**src/rtl/ball_collision_resolver_if.sv**
```systemverilog
// Ball-pair request/result bundle for ball_collision_resolver.
// BALL_COLLISION_RESTITUTION_EN adds the restitution coefficient and its FRAC_BITS parameter.
interface ball_collision_resolver_if #(
  parameter int unsigned W = 11
`ifdef BALL_COLLISION_RESTITUTION_EN
  , parameter int unsigned FRAC_BITS = 8
`endif
);
  logic                startCollision;
  logic signed [W-1:0] posX_1, posY_1, velX_1, velY_1;
  logic signed [W-1:0] posX_2, posY_2, velX_2, velY_2;
`ifdef BALL_COLLISION_RESTITUTION_EN
  logic [FRAC_BITS:0]  restitution;
`endif
  logic signed [W-1:0] velXOut_1, velYOut_1, velXOut_2, velYOut_2;
  logic                busy, done, collisionOccurred;

`ifdef BALL_COLLISION_RESTITUTION_EN
  modport master (
    output startCollision, posX_1, posY_1, velX_1, velY_1,
           posX_2, posY_2, velX_2, velY_2, restitution,
    input  velXOut_1, velYOut_1, velXOut_2, velYOut_2, busy, done, collisionOccurred
  );
  modport slave (
    input  startCollision, posX_1, posY_1, velX_1, velY_1,
           posX_2, posY_2, velX_2, velY_2, restitution,
    output velXOut_1, velYOut_1, velXOut_2, velYOut_2, busy, done, collisionOccurred
  );
`else
  modport master (
    output startCollision, posX_1, posY_1, velX_1, velY_1,
           posX_2, posY_2, velX_2, velY_2,
    input  velXOut_1, velYOut_1, velXOut_2, velYOut_2, busy, done, collisionOccurred
  );
  modport slave (
    input  startCollision, posX_1, posY_1, velX_1, velY_1,
           posX_2, posY_2, velX_2, velY_2,
    output velXOut_1, velYOut_1, velXOut_2, velYOut_2, busy, done, collisionOccurred
  );
`endif
endinterface

```
**src/rtl/ball_collision_resolver.sv**
```systemverilog
// Equal-mass ball-ball collision resolver: k = (dv.d)/|d|^2 via restoring divider, v1 -= k*d, v2 += k*d.
// Define BALL_COLLISION_RESTITUTION_EN to add the restitution input and its extra scaling cycle.
module ball_collision_resolver #(
  parameter int unsigned W         = 11,
  parameter int unsigned FRAC_BITS = 8
) (
  input  logic                      clk,
  input  logic                      resetN,
  ball_collision_resolver_if.slave  bus
);

  localparam int unsigned DW         = W + 1;
  localparam int unsigned DOT_W      = 2 * W + 2;
  localparam int unsigned NUM_W      = 2 * W + 2 + FRAC_BITS;
  localparam int unsigned DIV_CYCLES = NUM_W;
  localparam int unsigned CNT_W      = $clog2(DIV_CYCLES + 1);
  localparam int unsigned PW         = NUM_W + DW + 1;

  localparam logic signed [PW-1:0] RND  = PW'(1) <<< (FRAC_BITS - 1);
  localparam logic signed [PW-1:0] VMAX = PW'((1 << (W - 1)) - 1);
  localparam logic signed [PW-1:0] VMIN = ~VMAX;

`ifdef BALL_COLLISION_RESTITUTION_EN
  localparam int unsigned        KW    = NUM_W + FRAC_BITS + 2;
  localparam logic [KW-1:0]      ONE_K = KW'(1) << FRAC_BITS;
`endif

  typedef enum logic [2:0] {
    S_IDLE, S_DIFF, S_DOT, S_DIV, S_SCALE, S_APPLY, S_DONE
  } state_t;

  state_t state_q, state_d;

  logic signed [W-1:0]  px1_q, py1_q, vx1_q, vy1_q;
  logic signed [W-1:0]  px2_q, py2_q, vx2_q, vy2_q;
`ifdef BALL_COLLISION_RESTITUTION_EN
  logic [FRAC_BITS:0]   e_q;
`endif
  logic signed [DW-1:0] dx_q, dy_q, dvx_q, dvy_q;
  logic [DOT_W-1:0]     nsq_q, rem_q;
  logic [NUM_W-1:0]     dq_q;
  logic [CNT_W-1:0]     cnt_q;
  logic signed [W-1:0]  vox1_q, voy1_q, vox2_q, voy2_q;
  logic                 busy_q, done_q, coll_q;

  logic                 latch_c, skip_c, div_init_c, div_step_c, apply_c;
`ifdef BALL_COLLISION_RESTITUTION_EN
  logic                 scale_c;
`endif
  logic                 busy_d, done_d;

  logic signed [DOT_W-1:0] dot_c;
  logic [DOT_W-1:0]        nsq_c;
  logic [DOT_W:0]          rem_sh_c;
  logic                    fit_c;
  logic signed [PW-1:0]    k_c, px_c, py_c;
  logic signed [W-1:0]     nvx1_c, nvy1_c, nvx2_c, nvy2_c;

  function automatic logic signed [W-1:0] sat(input logic signed [PW-1:0] x);
    if (x > VMAX)      return W'(VMAX);
    else if (x < VMIN) return W'(VMIN);
    else               return W'(x);
  endfunction

  // Dot product and squared distance of the latched difference vectors
  assign dot_c = DOT_W'(dvx_q) * DOT_W'(dx_q) + DOT_W'(dvy_q) * DOT_W'(dy_q);
  assign nsq_c = DOT_W'(dx_q) * DOT_W'(dx_q) + DOT_W'(dy_q) * DOT_W'(dy_q);

  // One restoring-division step: dq_q shifts dividend bits out and quotient bits in
  assign rem_sh_c = {rem_q, dq_q[NUM_W-1]};
  assign fit_c    = (rem_sh_c >= {1'b0, nsq_q});

  // Impulse per axis, rounded to nearest, then saturated velocity update
  assign k_c    = PW'(dq_q);
  assign px_c   = (k_c * PW'(dx_q) + RND) >>> FRAC_BITS;
  assign py_c   = (k_c * PW'(dy_q) + RND) >>> FRAC_BITS;
  assign nvx1_c = sat(PW'(vx1_q) - px_c);
  assign nvy1_c = sat(PW'(vy1_q) - py_c);
  assign nvx2_c = sat(PW'(vx2_q) + px_c);
  assign nvy2_c = sat(PW'(vy2_q) + py_c);

  always_ff @(posedge clk or negedge resetN) begin
    if (!resetN) state_q <= S_IDLE;
    else         state_q <= state_d;
  end

  always_comb begin
    state_d    = state_q;
    latch_c    = 1'b0;
    skip_c     = 1'b0;
    div_init_c = 1'b0;
    div_step_c = 1'b0;
    apply_c    = 1'b0;
`ifdef BALL_COLLISION_RESTITUTION_EN
    scale_c    = 1'b0;
`endif
    case (state_q)
      S_IDLE: begin
        if (bus.startCollision) begin
          latch_c = 1'b1;
          state_d = S_DIFF;
        end
      end
      S_DIFF: state_d = S_DOT;
      S_DOT: begin
        // Coincident centres or separating balls leave velocities untouched
        if (nsq_c == '0 || dot_c[DOT_W-1] || dot_c == '0) begin
          skip_c  = 1'b1;
          state_d = S_DONE;
        end else begin
          div_init_c = 1'b1;
          state_d    = S_DIV;
        end
      end
      S_DIV: begin
        div_step_c = 1'b1;
        if (cnt_q == CNT_W'(DIV_CYCLES - 1)) begin
`ifdef BALL_COLLISION_RESTITUTION_EN
          state_d = S_SCALE;
`else
          state_d = S_APPLY;
`endif
        end
      end
`ifdef BALL_COLLISION_RESTITUTION_EN
      S_SCALE: begin
        scale_c = 1'b1;
        state_d = S_APPLY;
      end
`endif
      S_APPLY: begin
        apply_c = 1'b1;
        state_d = S_DONE;
      end
      S_DONE:  state_d = S_IDLE;
      default: state_d = S_IDLE;
    endcase
    busy_d = (state_d != S_IDLE);
    done_d = (state_d == S_DONE);
  end

  always_ff @(posedge clk or negedge resetN) begin
    if (!resetN) begin
      px1_q  <= '0; py1_q <= '0; vx1_q <= '0; vy1_q <= '0;
      px2_q  <= '0; py2_q <= '0; vx2_q <= '0; vy2_q <= '0;
`ifdef BALL_COLLISION_RESTITUTION_EN
      e_q    <= '0;
`endif
      dx_q   <= '0; dy_q  <= '0; dvx_q <= '0; dvy_q <= '0;
      nsq_q  <= '0;
      rem_q  <= '0;
      dq_q   <= '0;
      cnt_q  <= '0;
      vox1_q <= '0; voy1_q <= '0; vox2_q <= '0; voy2_q <= '0;
      busy_q <= 1'b0;
      done_q <= 1'b0;
      coll_q <= 1'b0;
    end else begin
      busy_q <= busy_d;
      done_q <= done_d;
      if (latch_c) begin
        px1_q <= bus.posX_1; py1_q <= bus.posY_1;
        vx1_q <= bus.velX_1; vy1_q <= bus.velY_1;
        px2_q <= bus.posX_2; py2_q <= bus.posY_2;
        vx2_q <= bus.velX_2; vy2_q <= bus.velY_2;
`ifdef BALL_COLLISION_RESTITUTION_EN
        e_q   <= bus.restitution;
`endif
      end
      if (state_q == S_DIFF) begin
        dx_q  <= DW'(px2_q) - DW'(px1_q);
        dy_q  <= DW'(py2_q) - DW'(py1_q);
        dvx_q <= DW'(vx1_q) - DW'(vx2_q);
        dvy_q <= DW'(vy1_q) - DW'(vy2_q);
      end
      if (div_init_c) begin
        nsq_q <= nsq_c;
        rem_q <= '0;
        dq_q  <= NUM_W'(dot_c) << FRAC_BITS;
        cnt_q <= '0;
      end
      if (div_step_c) begin
        rem_q <= fit_c ? DOT_W'(rem_sh_c - {1'b0, nsq_q}) : DOT_W'(rem_sh_c);
        dq_q  <= {dq_q[NUM_W-2:0], fit_c};
        cnt_q <= cnt_q + CNT_W'(1);
      end
`ifdef BALL_COLLISION_RESTITUTION_EN
      // k' = k*(1+e)/2, truncated
      if (scale_c) begin
        dq_q <= NUM_W'((KW'(dq_q) * (ONE_K + KW'(e_q))) >> (FRAC_BITS + 1));
      end
`endif
      if (skip_c) begin
        vox1_q <= vx1_q; voy1_q <= vy1_q;
        vox2_q <= vx2_q; voy2_q <= vy2_q;
        coll_q <= 1'b0;
      end
      if (apply_c) begin
        vox1_q <= nvx1_c; voy1_q <= nvy1_c;
        vox2_q <= nvx2_c; voy2_q <= nvy2_c;
        coll_q <= 1'b1;
      end
    end
  end

  assign bus.velXOut_1         = vox1_q;
  assign bus.velYOut_1         = voy1_q;
  assign bus.velXOut_2         = vox2_q;
  assign bus.velYOut_2         = voy2_q;
  assign bus.busy              = busy_q;
  assign bus.done              = done_q;
  assign bus.collisionOccurred = coll_q;

endmodule

```
**src/flat_wrapper.sv**
```systemverilog
// flat-port wrapper written by rule: the top's interface ports become plain ports
module ball_collision_resolver_flat 
#(
  parameter int unsigned W         = 11,
  parameter int unsigned FRAC_BITS = 8
)
  (clk, resetN, bus_startCollision, bus_posX_1, bus_posY_1, bus_velX_1, bus_velY_1, bus_posX_2, bus_posY_2, bus_velX_2, bus_velY_2, bus_velXOut_1, bus_velYOut_1, bus_velXOut_2, bus_velYOut_2, bus_busy, bus_done, bus_collisionOccurred);
  ball_collision_resolver_if #(.W(W)) bus_i ();
  input  logic clk;
  input  logic resetN;
  input wire logic [$bits(bus_i.startCollision)-1:0] bus_startCollision;
  input wire logic [$bits(bus_i.posX_1)-1:0] bus_posX_1;
  input wire logic [$bits(bus_i.posY_1)-1:0] bus_posY_1;
  input wire logic [$bits(bus_i.velX_1)-1:0] bus_velX_1;
  input wire logic [$bits(bus_i.velY_1)-1:0] bus_velY_1;
  input wire logic [$bits(bus_i.posX_2)-1:0] bus_posX_2;
  input wire logic [$bits(bus_i.posY_2)-1:0] bus_posY_2;
  input wire logic [$bits(bus_i.velX_2)-1:0] bus_velX_2;
  input wire logic [$bits(bus_i.velY_2)-1:0] bus_velY_2;
  output wire logic [$bits(bus_i.velXOut_1)-1:0] bus_velXOut_1;
  output wire logic [$bits(bus_i.velYOut_1)-1:0] bus_velYOut_1;
  output wire logic [$bits(bus_i.velXOut_2)-1:0] bus_velXOut_2;
  output wire logic [$bits(bus_i.velYOut_2)-1:0] bus_velYOut_2;
  output wire logic [$bits(bus_i.busy)-1:0] bus_busy;
  output wire logic [$bits(bus_i.done)-1:0] bus_done;
  output wire logic [$bits(bus_i.collisionOccurred)-1:0] bus_collisionOccurred;
  assign bus_i.startCollision = bus_startCollision;
  assign bus_i.posX_1 = bus_posX_1;
  assign bus_i.posY_1 = bus_posY_1;
  assign bus_i.velX_1 = bus_velX_1;
  assign bus_i.velY_1 = bus_velY_1;
  assign bus_i.posX_2 = bus_posX_2;
  assign bus_i.posY_2 = bus_posY_2;
  assign bus_i.velX_2 = bus_velX_2;
  assign bus_i.velY_2 = bus_velY_2;
  assign bus_velXOut_1 = bus_i.velXOut_1;
  assign bus_velYOut_1 = bus_i.velYOut_1;
  assign bus_velXOut_2 = bus_i.velXOut_2;
  assign bus_velYOut_2 = bus_i.velYOut_2;
  assign bus_busy = bus_i.busy;
  assign bus_done = bus_i.done;
  assign bus_collisionOccurred = bus_i.collisionOccurred;
  ball_collision_resolver #(.W(W), .FRAC_BITS(FRAC_BITS)) u_core (.clk(clk), .resetN(resetN), .bus(bus_i));
endmodule
```
**config.mk**
```make
export PLATFORM = sky130hd
export DESIGN_NAME = ball_collision_resolver_flat
export DESIGN_NICKNAME = d
export VERILOG_FILES = /design/src/rtl/ball_collision_resolver_if.sv /design/src/rtl/ball_collision_resolver.sv /design/src/flat_wrapper.sv
export SDC_FILE = /design/constraint.sdc
export NUM_CORES = 2
export LEC_CHECK = 0
export ABC_AREA = 0
export CAP_MARGIN = 5
export CORE_UTILIZATION = 23
export DETAILED_ROUTE_END_ITERATION = 8
export PLACE_DENSITY = 0.47
export SLEW_MARGIN = 0
export SYNTH_ARGS = -nofsm -noshare
export SYNTH_HDL_FRONTEND = slang
export SYNTH_SLANG_ARGS = --single-unit
```
**constraint.sdc**
```tcl
create_clock -name clk -period 14.65 [get_ports clk]
set_clock_uncertainty 0.2 [all_clocks]
set_input_delay 2.93 -clock clk [delete_from_list [all_inputs] [get_ports clk]]
set_output_delay 2.93 -clock clk [all_outputs]
set_load 0.05 [all_outputs]
```
==> results by group <==
Clocking
  – PostCTS Resize Cnt: 0
  – Max H-tree Level: 2
  – TritonCTS Sinks: 272
  – Hold buffer count at cts: 0
  – Post-CTS Setup Inserts: 0
  – Num CTS Buffers: 34
  – Root Driver: clkbuf_16
  – CTS tree: built
  – Clock Pin Slew Worst Setup and Hold Paths: 0.06 ns
  – Longest Clk Path Bufs: 3
  – Skew-Pair Late Insertion Delay: 0.59 ns

Critical path
  – Worst EP arrival: 11.62 ns
  – WP data required: 14.95 ns
  – CP startpoint: u_core.dy_q[0]
  – Setup Crit Path Kind: reg2reg
  – Worst Path Max Fanout: 47
  – Reg-to-Reg End: u_core.bus.velYOut_1[8]
  – Reg2reg path depth: 38
  – Crit path capture type: flop
  – Cell mode on critical path: inv_1
  – Crit-path slowest cell: fa_1
  – Reg2reg start: u_core.dy_q[0]
  – CP max stage delay: 0.54 ns
  – Setup crit start kind: flop
  – Register-to-Register Setup Slack: roughly 3.3 ns
  – Worst setup path endpoint: u_core.bus.velYOut_1[8]

STA
  – Setup_tns: 0 ns
  – Minimum clock period: 11.32 ns
  – Slew Limit Headroom: 0.246
  – Fin. Hold Viols: 0
  – RSZ-0062 raised after global routing: false
  – Final setup fails: 0
  – Final Max Slew Viols: 0
  – Max Clk Rate: just under 90 MHz
  – Final Cycle Share: 0.772
  – Final-layout worst hold slack: roughly 0.28 ns
  – Worst-Margin Slew: ~1.1 ns

Floorplan
  – Initial core utilization: 0.232
  – # rows: 199
  – Core Area: 0.295 mm2
  – Die Ht: roughly 550 um
  – Num ports: about 140
  – Horiz. Die Dim: 547 um
  – Die area: approximately 0.3 mm2

Synth
  – EDFF count, synth: 0
  – Syn Area/Cell: around 8.6 um2
  – Post-Syn Nets: 9,887
  – Yosys cell types: about 110
  – Synth Flop Type: dfrtp_1
  – Post-synth ARST share: 1.00
  – Yosys warning count: 0
  – Register area share after synthesis: 0.0995
  – Number of synthesized register bits: 272
  – Mapped Cells: 7,951
  – Cell area after synthesis: 0.0684 mm2

Global routing
  – Largest net degree at the start of global routing: 87
  – Met2 Use GR: 0.241
  – Met3 GRT Util: 0.0158
  – Initial antenna violation count: 6
  – Vias in the first global route: 57,800
  – GRT overflow: 0
  – Met1 usage: 0.211
  – Busiest grt layer: met2
  – Global-route wire length before repair: 347 mm
  – All-Layer GR Usage: 0.148

Route
  – Antenna-violating nets left: 0
  – WL/cell: 18.6 um
  – Vias per cell: ~4.6
  – First-pass DRT Iterations: 5
  – Detailed-route DRC error count: 0
  – Vias: approximately 54,000
  – Drt total wl: around 220 mm
  – DR iter-0 viols: about 3,300

Place
  – Placed cell count: about 12,000
  – Post-DP HPWL: 179 mm
  – GP Congestion: a little under 0.9
  – Input/output buffers: 137

Status
  – Status: completed

Run
  – Number of max-cap violations: 0

Min path
  – Worst hold path type: reg2reg

Cells and area
  – Nets: around 9,800
  – Filler cell count: 32,000
  – Multi-input gate area: 0.0545 mm2
  – Fin cells: 11,800
  – Reg area: 0.00684 mm2
  – Layout cells sized above 1: 0.0373
  – Syn-to-layout area delta: 9.83%
  – Final core occ: 0.255
[cells in the final DEF (no fill, tap or decap), types with 136 or more instances in the layout]
master	instances
o21ai_0	320
ha_1	643
clkdlybuf4s50_1	136
a21oi_1	277
inv_1	1505
and2_1	342
xnor2_1	185
dfrtp_1	247
fa_1	1202
nor2_1	347
nand2_1	1159
[area by class of cell]
cell class                      instances  area share
Clock buffer                           43      0.0126
Inverter                             1511      0.0755
Timing Repair Buffer                  226      0.0272
Sequential cell                       272      0.0910
Tap cell                             3919      0.0653
Multi-Input combinational cell       5805       0.725
Antenna cell                            5    0.000167
Clock inverter                         18     0.00307
[registers in the layout (all words and copies together) (netlist names), 12 cells and up]
signal        cells
u_core.dx_q      12
u_core.rem_q     24
u_core.dvx_q     12
u_core.dq_q      32
u_core.dvy_q     12
u_core.nsq_q     24
u_core.dy_q      12
[metal layers]
metal / vias to the layer above / share of wire
li1: 24900 / -
met1: 27600 / 0.47
met2: 1348 / 0.46
met3: 178 / 0.048
met4: 4 / 0.020
met5: - / 0.00011
[cell families (layout without fill, tap and decap cells)]
group | Yosys count | after routing | synth area share
AO/OA/AOI/OAI | 1202 | 1202 | 0.115
XOR/XNOR | 288 | 288 | 0.0369
adder cells (fa/ha/maj) | 1845 | 1845 | 0.470
buffers and inverters | 1874 | 1798 | 0.105
flip-flops | 272 | 272 | 0.0995
multiplexers | 69 | 69 | 0.0109
other | 0 | 5 | 0
AND/OR/NAND/NOR | 2401 | 2401 | 0.164
[metrics by stage]
stage / setup WS, ns / cell area (um2)
6_report: 3.33 / 75100
3_5_place_dp: 3.35 / 73900
5_1_grt: 2.62 / 75100
4_1_cts: 3.31 / 75100
3_3_place_gp: 3.44 / 73900
2_1_floorplan: 5.13 / 68400
[critical path: cells and delay by family, from the launching register on]
family | cells | cell delay (ns)
simple gates | 7 | 2.08
xor+xnor | 1 | 0.34
buf+inv | 9 | 1.49
compound gates | 14 | 3.66
flops | 1 | 0.34
fa+ha+maj | 7 | 3.05
[synthesized netlist by cell type (all sizes together), types with 46 or more instances]
master	number	area share
a211oi	47	0.0054
a21o	120	0.013
a21oi	277	0.020
and2	343	0.031
and3	46	0.0043
clkbuf	337	0.019
dfrtp	272	0.10
fa	1202	0.35
ha	643	0.12
inv	1506	0.083
mux2	46	0.0076
nand2	1160	0.064
nand2b	89	0.0081
nand3	103	0.0075
nand4	59	0.0055
nor2	348	0.019
nor2b	48	0.0044
nor3	64	0.0047
o211ai	49	0.0056
o21a	63	0.0070
o21ai	327	0.024
xnor2	185	0.024
xor2	103	0.013
[worst min path at each step]
stage	startpoint	to	slack, ns	cells past startpoint
6_report	u_core.dq_q[30]	u_core.dq_q[30]	0.28	2
3_5_place_dp	u_core.dq_q[30]	u_core.dq_q[30]	0.27	2
2_1_floorplan	u_core.nsq_q[22]	u_core.nsq_q[22]	0.25	2
5_1_grt	u_core.nsq_q[8]	u_core.nsq_q[8]	0.31	2
4_1_cts	u_core.dq_q[30]	u_core.dq_q[30]	0.28	2
3_3_place_gp	u_core.dq_q[30]	u_core.dq_q[30]	0.26	2
Power is not shown: default switching activity piles up to over one toggle a cycle in this logic, so the estimate is an artifact.
